$ cat src/rtl/fetch_ctrl.sv
// rtl/fetch_ctrl.sv - P7 instruction-fetch sequencer: PC, single-outstanding imem
// requests, one-entry output buffer and exception/eret/branch redirects.
module fetch_ctrl #(
    parameter logic [31:0] RESET_PC   = 32'h0000_3000,
    parameter logic [31:0] EXC_VECTOR = 32'h0000_4180,
    parameter logic [31:0] IM_LO      = 32'h0000_3000,
    parameter logic [31:0] IM_HI      = 32'h0000_6ffc
) (
    input  logic        i_clk,
    input  logic        i_reset_n,
    input  logic        i_stall,
    input  logic        i_exc_req,
    input  logic        i_eret,
    input  logic [31:0] i_epc,
    input  logic        i_br_taken,
    input  logic [31:0] i_br_target,
    input  logic [31:0] i_d_pc,
    output logic        o_imem_req,
    output logic [31:0] o_imem_addr,
    input  logic        i_imem_gnt,
    input  logic        i_imem_rvalid,
    input  logic [31:0] i_imem_rdata,
    output logic        o_f_valid,
    output logic [31:0] o_f_pc,
    output logic [31:0] o_f_instr,
    output logic        o_f_adel
);

    localparam logic [1:0] S_REQ   = 2'd0;
    localparam logic [1:0] S_WAIT  = 2'd1;
    localparam logic [1:0] S_DRAIN = 2'd2;
    localparam logic [1:0] S_HALT  = 2'd3;

    logic [1:0]  r_state;
    logic [31:0] r_pc;
    logic [31:0] r_fpc;
    logic        r_pending;
    logic [31:0] r_pend_target;
    logic        r_f_valid;
    logic [31:0] r_f_pc;
    logic [31:0] r_f_instr;
    logic        r_f_adel;

    logic        w_pc_legal;
    logic        w_buf_free;
    logic        w_consume;
    logic        w_fire;
    logic        w_flush;
    logic [31:0] w_flush_pc;
    logic        w_branch;
    logic        w_slot_granted;

    assign w_pc_legal = (r_pc[1:0] == 2'b00) && (r_pc >= IM_LO) && (r_pc <= IM_HI);
    assign w_consume  = r_f_valid & ~i_stall;
    assign w_buf_free = ~r_f_valid | ~i_stall;
    // Gated by reset so the request drops the instant reset asserts.
    assign o_imem_req  = i_reset_n & (r_state == S_REQ) & w_pc_legal & w_buf_free;
    assign o_imem_addr = r_pc;
    assign w_fire      = o_imem_req & i_imem_gnt;

    assign w_flush    = i_exc_req | i_eret;
    assign w_flush_pc = i_exc_req ? EXC_VECTOR : i_epc;
    assign w_branch   = i_br_taken & ~w_flush;
    // Delay slot (d_pc+4) is already past us, or is being granted right now.
    assign w_slot_granted = (r_pc == i_d_pc + 32'd8) ||
                            (w_fire && (r_pc == i_d_pc + 32'd4));

    assign o_f_valid = r_f_valid;
    assign o_f_pc    = r_f_pc;
    assign o_f_instr = r_f_instr;
    assign o_f_adel  = r_f_adel;

    always_ff @(posedge i_clk or negedge i_reset_n) begin
        if (!i_reset_n) begin
            r_state       <= S_REQ;
            r_pc          <= RESET_PC;
            r_fpc         <= 32'd0;
            r_pending     <= 1'b0;
            r_pend_target <= 32'd0;
            r_f_valid     <= 1'b0;
            r_f_pc        <= 32'd0;
            r_f_instr     <= 32'd0;
            r_f_adel      <= 1'b0;
        end else begin
            if (w_consume) begin
                r_f_valid <= 1'b0;
            end

            case (r_state)
                S_REQ: begin
                    if (w_fire) begin
                        r_fpc     <= r_pc;
                        r_pc      <= r_pending ? r_pend_target : r_pc + 32'd4;
                        r_pending <= 1'b0;
                        r_state   <= S_WAIT;
                    end else if (!w_pc_legal && w_buf_free) begin
                        r_f_valid <= 1'b1;
                        r_f_pc    <= r_pc;
                        r_f_instr <= 32'd0;
                        r_f_adel  <= 1'b1;
                        r_state   <= S_HALT;
                    end
                end
                S_WAIT: begin
                    if (i_imem_rvalid) begin
                        r_f_valid <= 1'b1;
                        r_f_pc    <= r_fpc;
                        r_f_instr <= i_imem_rdata;
                        r_f_adel  <= 1'b0;
                        r_state   <= S_REQ;
                    end
                end
                S_DRAIN: begin
                    if (i_imem_rvalid) begin
                        r_state <= S_REQ;
                    end
                end
                default: begin
                end
            endcase

            // Redirects override the normal sequencing above.
            if (w_flush) begin
                r_pc      <= w_flush_pc;
                r_f_valid <= 1'b0;
                r_pending <= 1'b0;
                if ((r_state == S_WAIT && !i_imem_rvalid) || w_fire) begin
                    r_state <= S_DRAIN;
                end else begin
                    r_state <= S_REQ;
                end
            end else if (w_branch) begin
                if (w_slot_granted) begin
                    r_pc <= i_br_target;
                end else begin
                    r_pending     <= 1'b1;
                    r_pend_target <= i_br_target;
                end
            end
        end
    end

endmodule
$ cat config.mk
export PLATFORM = sky130hd
export DESIGN_NAME = fetch_ctrl
export DESIGN_NICKNAME = d
export VERILOG_FILES = /design/src/rtl/fetch_ctrl.sv
export SDC_FILE = /design/constraint.sdc
export NUM_CORES = 1
export LEC_CHECK = 0
export BUFFER_PORTS_ARGS = -buffer_cell sky130_fd_sc_hd__buf_4
export CORE_MARGIN = 2
export CORE_UTILIZATION = 45
export CTS_CLUSTER_SIZE = 8
export DETAILED_ROUTE_END_ITERATION = 10
export GPL_ROUTABILITY_DRIVEN = 0
export PLACE_DENSITY_LB_ADDON = 0.3
export SETUP_SLACK_MARGIN = 0.02
export SYNTH_ARGS = -nofsm -noshare
export SYNTH_HDL_FRONTEND = slang
export SYNTH_SLANG_ARGS = --single-unit
$ cat constraint.sdc
create_clock -name i_clk -period 4 [get_ports i_clk]
set_input_delay 0.6 -clock i_clk [delete_from_list [all_inputs] [get_ports i_clk]]
set_output_delay 0.6 -clock i_clk [all_outputs]
set_load 0.005 [all_outputs]
==> Yosys cells after proc, flatten, opt, wreduce, memory -nomap -nowiden <==
Index checks and enable logic that the tools add are counted.
{ "totals": {"register_bits": 165, "out_inout_bits": 99, "word_cells": 89} }
{ "classes": {"addsub": 3, "magnitude_cmp": 2, "n_eq_ne": 9, "muxes": 36, "n_bitwise": 12, "reduce_logical": 18} }
{ "ops": {"columns": ["op", "count"], "rows": [
  ["32-bit two-way mux", 13],
  ["32-bit case mux with 2 select lines", 2],
  ["32-bit by 3-bit adder with 32-bit output, second input constant", 2],
  ["32-bit equality test", 2],
  ["32-bit by 4-bit adder with 32-bit output, second input constant", 1],
  ["32-bit by 14-bit greater-or-equal comparator with 1-bit output, second input constant", 1],
  ["32-bit by 15-bit <= comparator with 1-bit output, second input constant", 1],
  ["1-bit two-way mux", 13],
  ["2-bit two-way mux", 5],
  ["1-bit AND", 6],
  ["3-bit AND reduction", 2],
  ["1-bit logical AND", 5],
  ["2-bit zero test", 2],
  ["2-bit != test, second input constant", 2],
  ["4-bit by 3-bit != test with 1-bit output, second input constant", 1],
  ["1-bit NOT", 4],
  ["1-bit case mux with 2 select lines", 2],
  ["2-bit case mux with 2 select lines", 1],
  ["4-bit AND reduction", 1],
  ["3-bit by 1-bit != test with 1-bit output, second input constant", 1],
  ["3-bit nonzero test", 1],
  ["2-bit by 1-bit equality test with 1-bit output, second input constant", 1],
  ["2-bit equality test, second input constant", 1],
  ["1-bit zero test", 2],
  ["other kinds (6)", 8]
]} }

==> Depth between registers and ports, before layout <==
{ "logic_depth": {"depth_word": 11, "mapped_depth": 12, "depth_no_buf": 10} }

==> Worst setup path after synthesis <==
Ideal clock, no wire load.
{ "synth_path": {"path_kind": "input-to-reg", "from": "in i_d_pc[3]", "to": "reg r_pend_target[10]", "arrival_time_ps": 3498, "required_time_ps": 3875, "path_slack_ps": 377, "stages": 12, "n_path_buf": 2, "cell_sequence": "ha_1 clkbuf_1 nand4_1 nor4_1 xnor2_1 o31ai_1 or4_1 nor3_1 a22oi_1 nand2_4 buf_12 mux2_4"} }
{ "synth_via": {"elab_chain_len": 6, "word_cells_on_any_way": 8} }
{ "synth_lines": {"columns": ["item", "line", "source"], "rows": [
  ["from (decl)", "17", "input logic [31:0] i_d_pc,"],
  ["32-bit by 3-bit adder with 32-bit output", "66", "(w_fire && (r_pc == i_d_pc + 32'd4));"],
  ["32-bit equality test", "66", null],
  ["1-bit logical AND", "66", null],
  ["1-bit logical OR (*)", "65", "assign w_slot_granted = (r_pc == i_d_pc + 32'd8) ||"],
  ["1-bit NOT (no line) (*)", null, null],
  ["3-bit AND reduction (no line) (*)", null, null],
  ["to (signal assigned)", "137", "r_pend_target <= i_br_target;"],
  ["to (decl)", "38", "logic [31:0] r_pend_target;"]
]} }
Mark *: on every way between the ends. The rest lies on a longest branch, timed or not.
A chain may end at the register's enable or synchronous reset.

==> Worst setup path after layout <==
{ "layout_path": {"from": "reg r_pc[18] (netlist: o_imem_addr[18])", "to": "reg r_pc[3] (netlist: o_imem_addr[3])"} }
{ "layout_via": {"elab_chain_len": 11, "word_cells_on_any_way": 16} }
{ "layout_lines": {"columns": ["item", "line", "source"], "rows": [
  ["from (decl)", "35", "logic [31:0] r_pc;"],
  ["from (signal assigned)", "93", "r_pc <= r_pending ? r_pend_target : r_pc + 32'd4;"],
  ["from (signal assigned)", "124", "r_pc <= w_flush_pc;"],
  ["from (signal assigned)", "134", "r_pc <= i_br_target;"],
  ["32-bit by 14-bit greater-or-equal comparator with 1-bit output", "53", "assign w_pc_legal = (r_pc[1:0] == 2'b00) && (r_pc >= IM_LO) && (r_pc <= IM_HI);"],
  ["1-bit logical AND (2 in a row)", "53", null],
  ["1-bit AND (2 in a row)", "57", "assign o_imem_req = i_reset_n & (r_state == S_REQ) & w_pc_legal & w_buf_free;"],
  ["1-bit AND", "59", "assign w_fire = o_imem_req & i_imem_gnt;"],
  ["32-bit two-way mux or 1-bit logical AND (tied branches)", "91, 66", null],
  ["32-bit two-way mux or 1-bit logical OR (tied branches)", "89, 65", null],
  ["32-bit two-way mux", "133", "if (w_slot_granted) begin"],
  ["32-bit two-way mux (*)", "132", "end else if (w_branch) begin"],
  ["32-bit two-way mux (*)", "123", "if (w_flush) begin"]
]} }
Marks and branches as above.

==> flow_metrics.tcl <==
set metrics [dict create \
    synth_commonest_cells "dfrtp_1 (163), nand2_1 (129), o21ai_0 (58)" \
    p_switching_w 0.00190 \
    yosysTopAreaCellShare_pct 43.8 \
    fin_tns_setup_ns 0 \
    core.rowCount 52 \
    clockPowerShare_pct 29.0 \
    syn_avg_cell_area_um2 9.68 \
    worstSetupEndpoint "o_imem_addr[3]" \
    antenna_cells 0 \
    slowest_delay_ns 0.53 \
    ir_drop_mv 0.431 \
    fin_cells 1469 \
    skew_ns 0.0217 \
    r2r_end "o_imem_addr[3]" \
    area_delta_synth_final_pct 29.2 \
    async_flop_share_pct 100 \
    grt_pass1_vias 8317 \
    cts_root_buf "clkbuf_16" \
    startpoint_type "flop" \
    netlist_area_mm2 0.00931 \
    synthCells 961 \
    timing.hold.ws_ns 0.255 \
    postRouteAntennaNets 0 \
    synth-seq-cells 165 \
    power_density_mw_per_mm2 461 \
    yosys_warnings 0 \
    status "completed" \
    overflow 0 \
    cts_buffers 17 \
    wl_per_cell_um 19.6 \
    ctsHoldBuffers 0 \
    firstDrtPassIters 5 \
    yosys.area.top_type "dfrtp_1" \
    switching_share_pct 34.2 \
    wl_met2_um 13500 \
    core_area_mm2 0.0202 \
    grt.total_usage_pct 26.4 \
    reg2regPathDepth 10 \
    synth_nets 1103 \
    post-route-util_pct 59.4 \
    antenna_found_initial 0 \
    start_util_pct 46.0 \
    timing.critical_path.from "o_imem_addr[18]" \
    comb_power_share_pct 31.1 \
    postCtsSetupBuffers 0 \
    synth.distinct_cells 69 \
    rsz0062_at_grt "false" \
    clockBufferDepth 2 \
    num_vias 8570 \
    clkSinkCount 165 \
    leakage_nw 5.60 \
    min_period_ns 3.62 \
    crit_slowest_cell "dfrtp_1" \
    r2r-start "o_imem_addr[18]" \
    die_h_um 148 \
    die-area_mm2 0.0218 \
    cp-end-kind "flop" \
    grt_pass1_wl_um 45300 \
    cp_cell_sequence "nor4_1 > o211ai_1 > nor3_1 > o311ai_0 > and4b_1 > and4_1 > a32o_2 > buf_12 > a2111oi_0 > a221o_1" \
    reg2reg_setup_slack_ns 0.38 \
    cts_tree "done" \
    vias_per_cell 5.83 \
    synth_area_leaders "dfrtp_1 (44%), nand2_1 (5.2%), mux2_4 (4.7%)" \
    cap_violations 0 \
    drc_errors 0 \
    required_ns 4.33 \
    p_int_w 0.00365 \
    synth_most_common_cell "dfrtp_1" \
    path_clk_slew_ns 0.07 \
    drive_above_1_share_pct 29.8 \
    fin_crit_sh_pct 90.4 \
    synth_edf_count 0 \
    finalSetupViolations 0 \
    hold_viol_final 0 \
    path_class "flop to flop" \
    final_nets 1328 \
    grt_max_degree 97 \
    synthFlopType "dfrtp_1" \
    finalPower_w 0.00555 \
    wl_met3_um 2140 \
    fmax_ghz 0.276 \
    clkLatencyLatePin_ns 0.45 \
    io-pin-count 235 \
    cp.arrival_ns 3.95 \
    dp_hpwl_um 20800 \
    io_buffers 234 \
    post_cts_resized 0 \
    drv_slew 0 \
    drt-total-wl_um 28800 \
    ys_seq_area_share_pct 44.4 \
    slew_headroom_pct 25.0 \
    hold_class "input pin to async pin" \
    seqPwrFrac_pct 39.9 \
    drtIter0Drc 682 \
    path_max_fanout 39 \
    worst_pin_slew_ns 1.12 \
    wl_met1_um 12400 \
    cts_max_level 4 \
    dieWidth_um 148 \
    highest_layer "met4" \
    post-place-cells 1437 \
]
[state kept, by name, indices dropped and copies added (netlist names)]
| register | count |
|---|---|
| r_pending | 1 |
| r_pend_target | 32 |
| o_f_valid | 1 |
| o_f_pc | 32 |
| o_imem_addr | 32 |
| r_fpc | 32 |
| r_state | 2 |
| o_f_adel | 1 |
| o_f_instr | 32 |
[worst max-delay path: cells and delay by family (launching register included)]
| family | cells | cell delay, ns |
|---|---|---|
| simple gates | 4 | 1.57 |
| flops | 1 | 0.53 |
| compound gates | 5 | 1.17 |
| buf+inv | 1 | 0.20 |
[worst min-delay path by stage]
stage | cells past startpoint | from | to | slack, ns
finish | 2 | i_reset_n | o_f_pc[20] | 0.25
global route | 2 | i_reset_n | o_f_pc[20] | 0.30
floorplan | 0 | i_reset_n | o_f_adel | 0.30
detailed placement | 2 | r_fpc[12] | r_fpc[12] | 0.46
global placement | 2 | r_fpc[13] | r_fpc[13] | 0.46
CTS | 2 | i_reset_n | o_f_pc[20] | 0.28
[final cells by class]
cell class                      count  area (um2)
Inverter                           13        48.8
Timing Repair Buffer              275        2130
Tap cell                          270         338
Clock inverter                     15         156
Sequential cell                   165        4130
Multi-Input combinational cell    714        4790
Clock buffer                       17         425
Fill cell                        1738        8210
[per-stage QoR]
step                setup slack, ns  area (um2)
floorplan                     0.377        9310
global placement              0.198       11400
detailed placement            0.101       11400
CTS                           0.389       12000
global route                  0.237       12000
finish                        0.383       12000
[metal layers]
metal	GRT usage, %	vias up
met5	0	-
met4	9.81	0
met3	4.60	78
met2	42.2	393
met1	36.2	4160
li1	-	3939
[kinds of logic after synthesis]
| kind of cell | share of synthesized area, % |
|---|---|
| AOI/OAI and AO/OA | 16.4 |
| DFF | 44.4 |
| muxes | 9.56 |
| buffers and inverters | 4.26 |
| adders and majority gates | 0.807 |
| and+or+nand+nor | 19.0 |
| xor gates and xnor gates | 5.55 |
[power by group through the flow]
stage          Clock, W  Sequential [W]  Combinational, W
2_1_floorplan         0         0.00221          0.000956
3_3_place_gp          0         0.00222           0.00170
3_5_place_dp          0         0.00224           0.00172
4_1_cts         0.00164         0.00221           0.00173
5_1_grt         0.00171         0.00225           0.00189
6_report        0.00161         0.00221           0.00173
[cell usage in the layout, fill, tap and decap left out, types with 4 or more instances in the layout]
cell / instances
a211oi_1: 7
a21oi_1: 48
a221o_1: 16
a22o_1: 34
a22oi_1: 6
a31oi_1: 8
and2_1: 24
and3_1: 11
and4_1: 5
buf_12: 5
buf_4: 269
clkbuf_16: 17
dfrtp_1: 163
ha_1: 5
inv_1: 13
inv_6: 6
inv_8: 4
mux2_4: 29
mux2i_1: 42
nand2_1: 129
nand2b_1: 12
nand3_1: 19
nand4_1: 22
nor2_1: 44
nor2b_1: 7
nor3_1: 30
nor4_1: 19
o21ai_0: 58
o22ai_1: 12
or3_1: 7
or4_1: 6
xnor2_1: 31
xor2_1: 28
No activity file was read; power rests on OpenSTA's default activity.
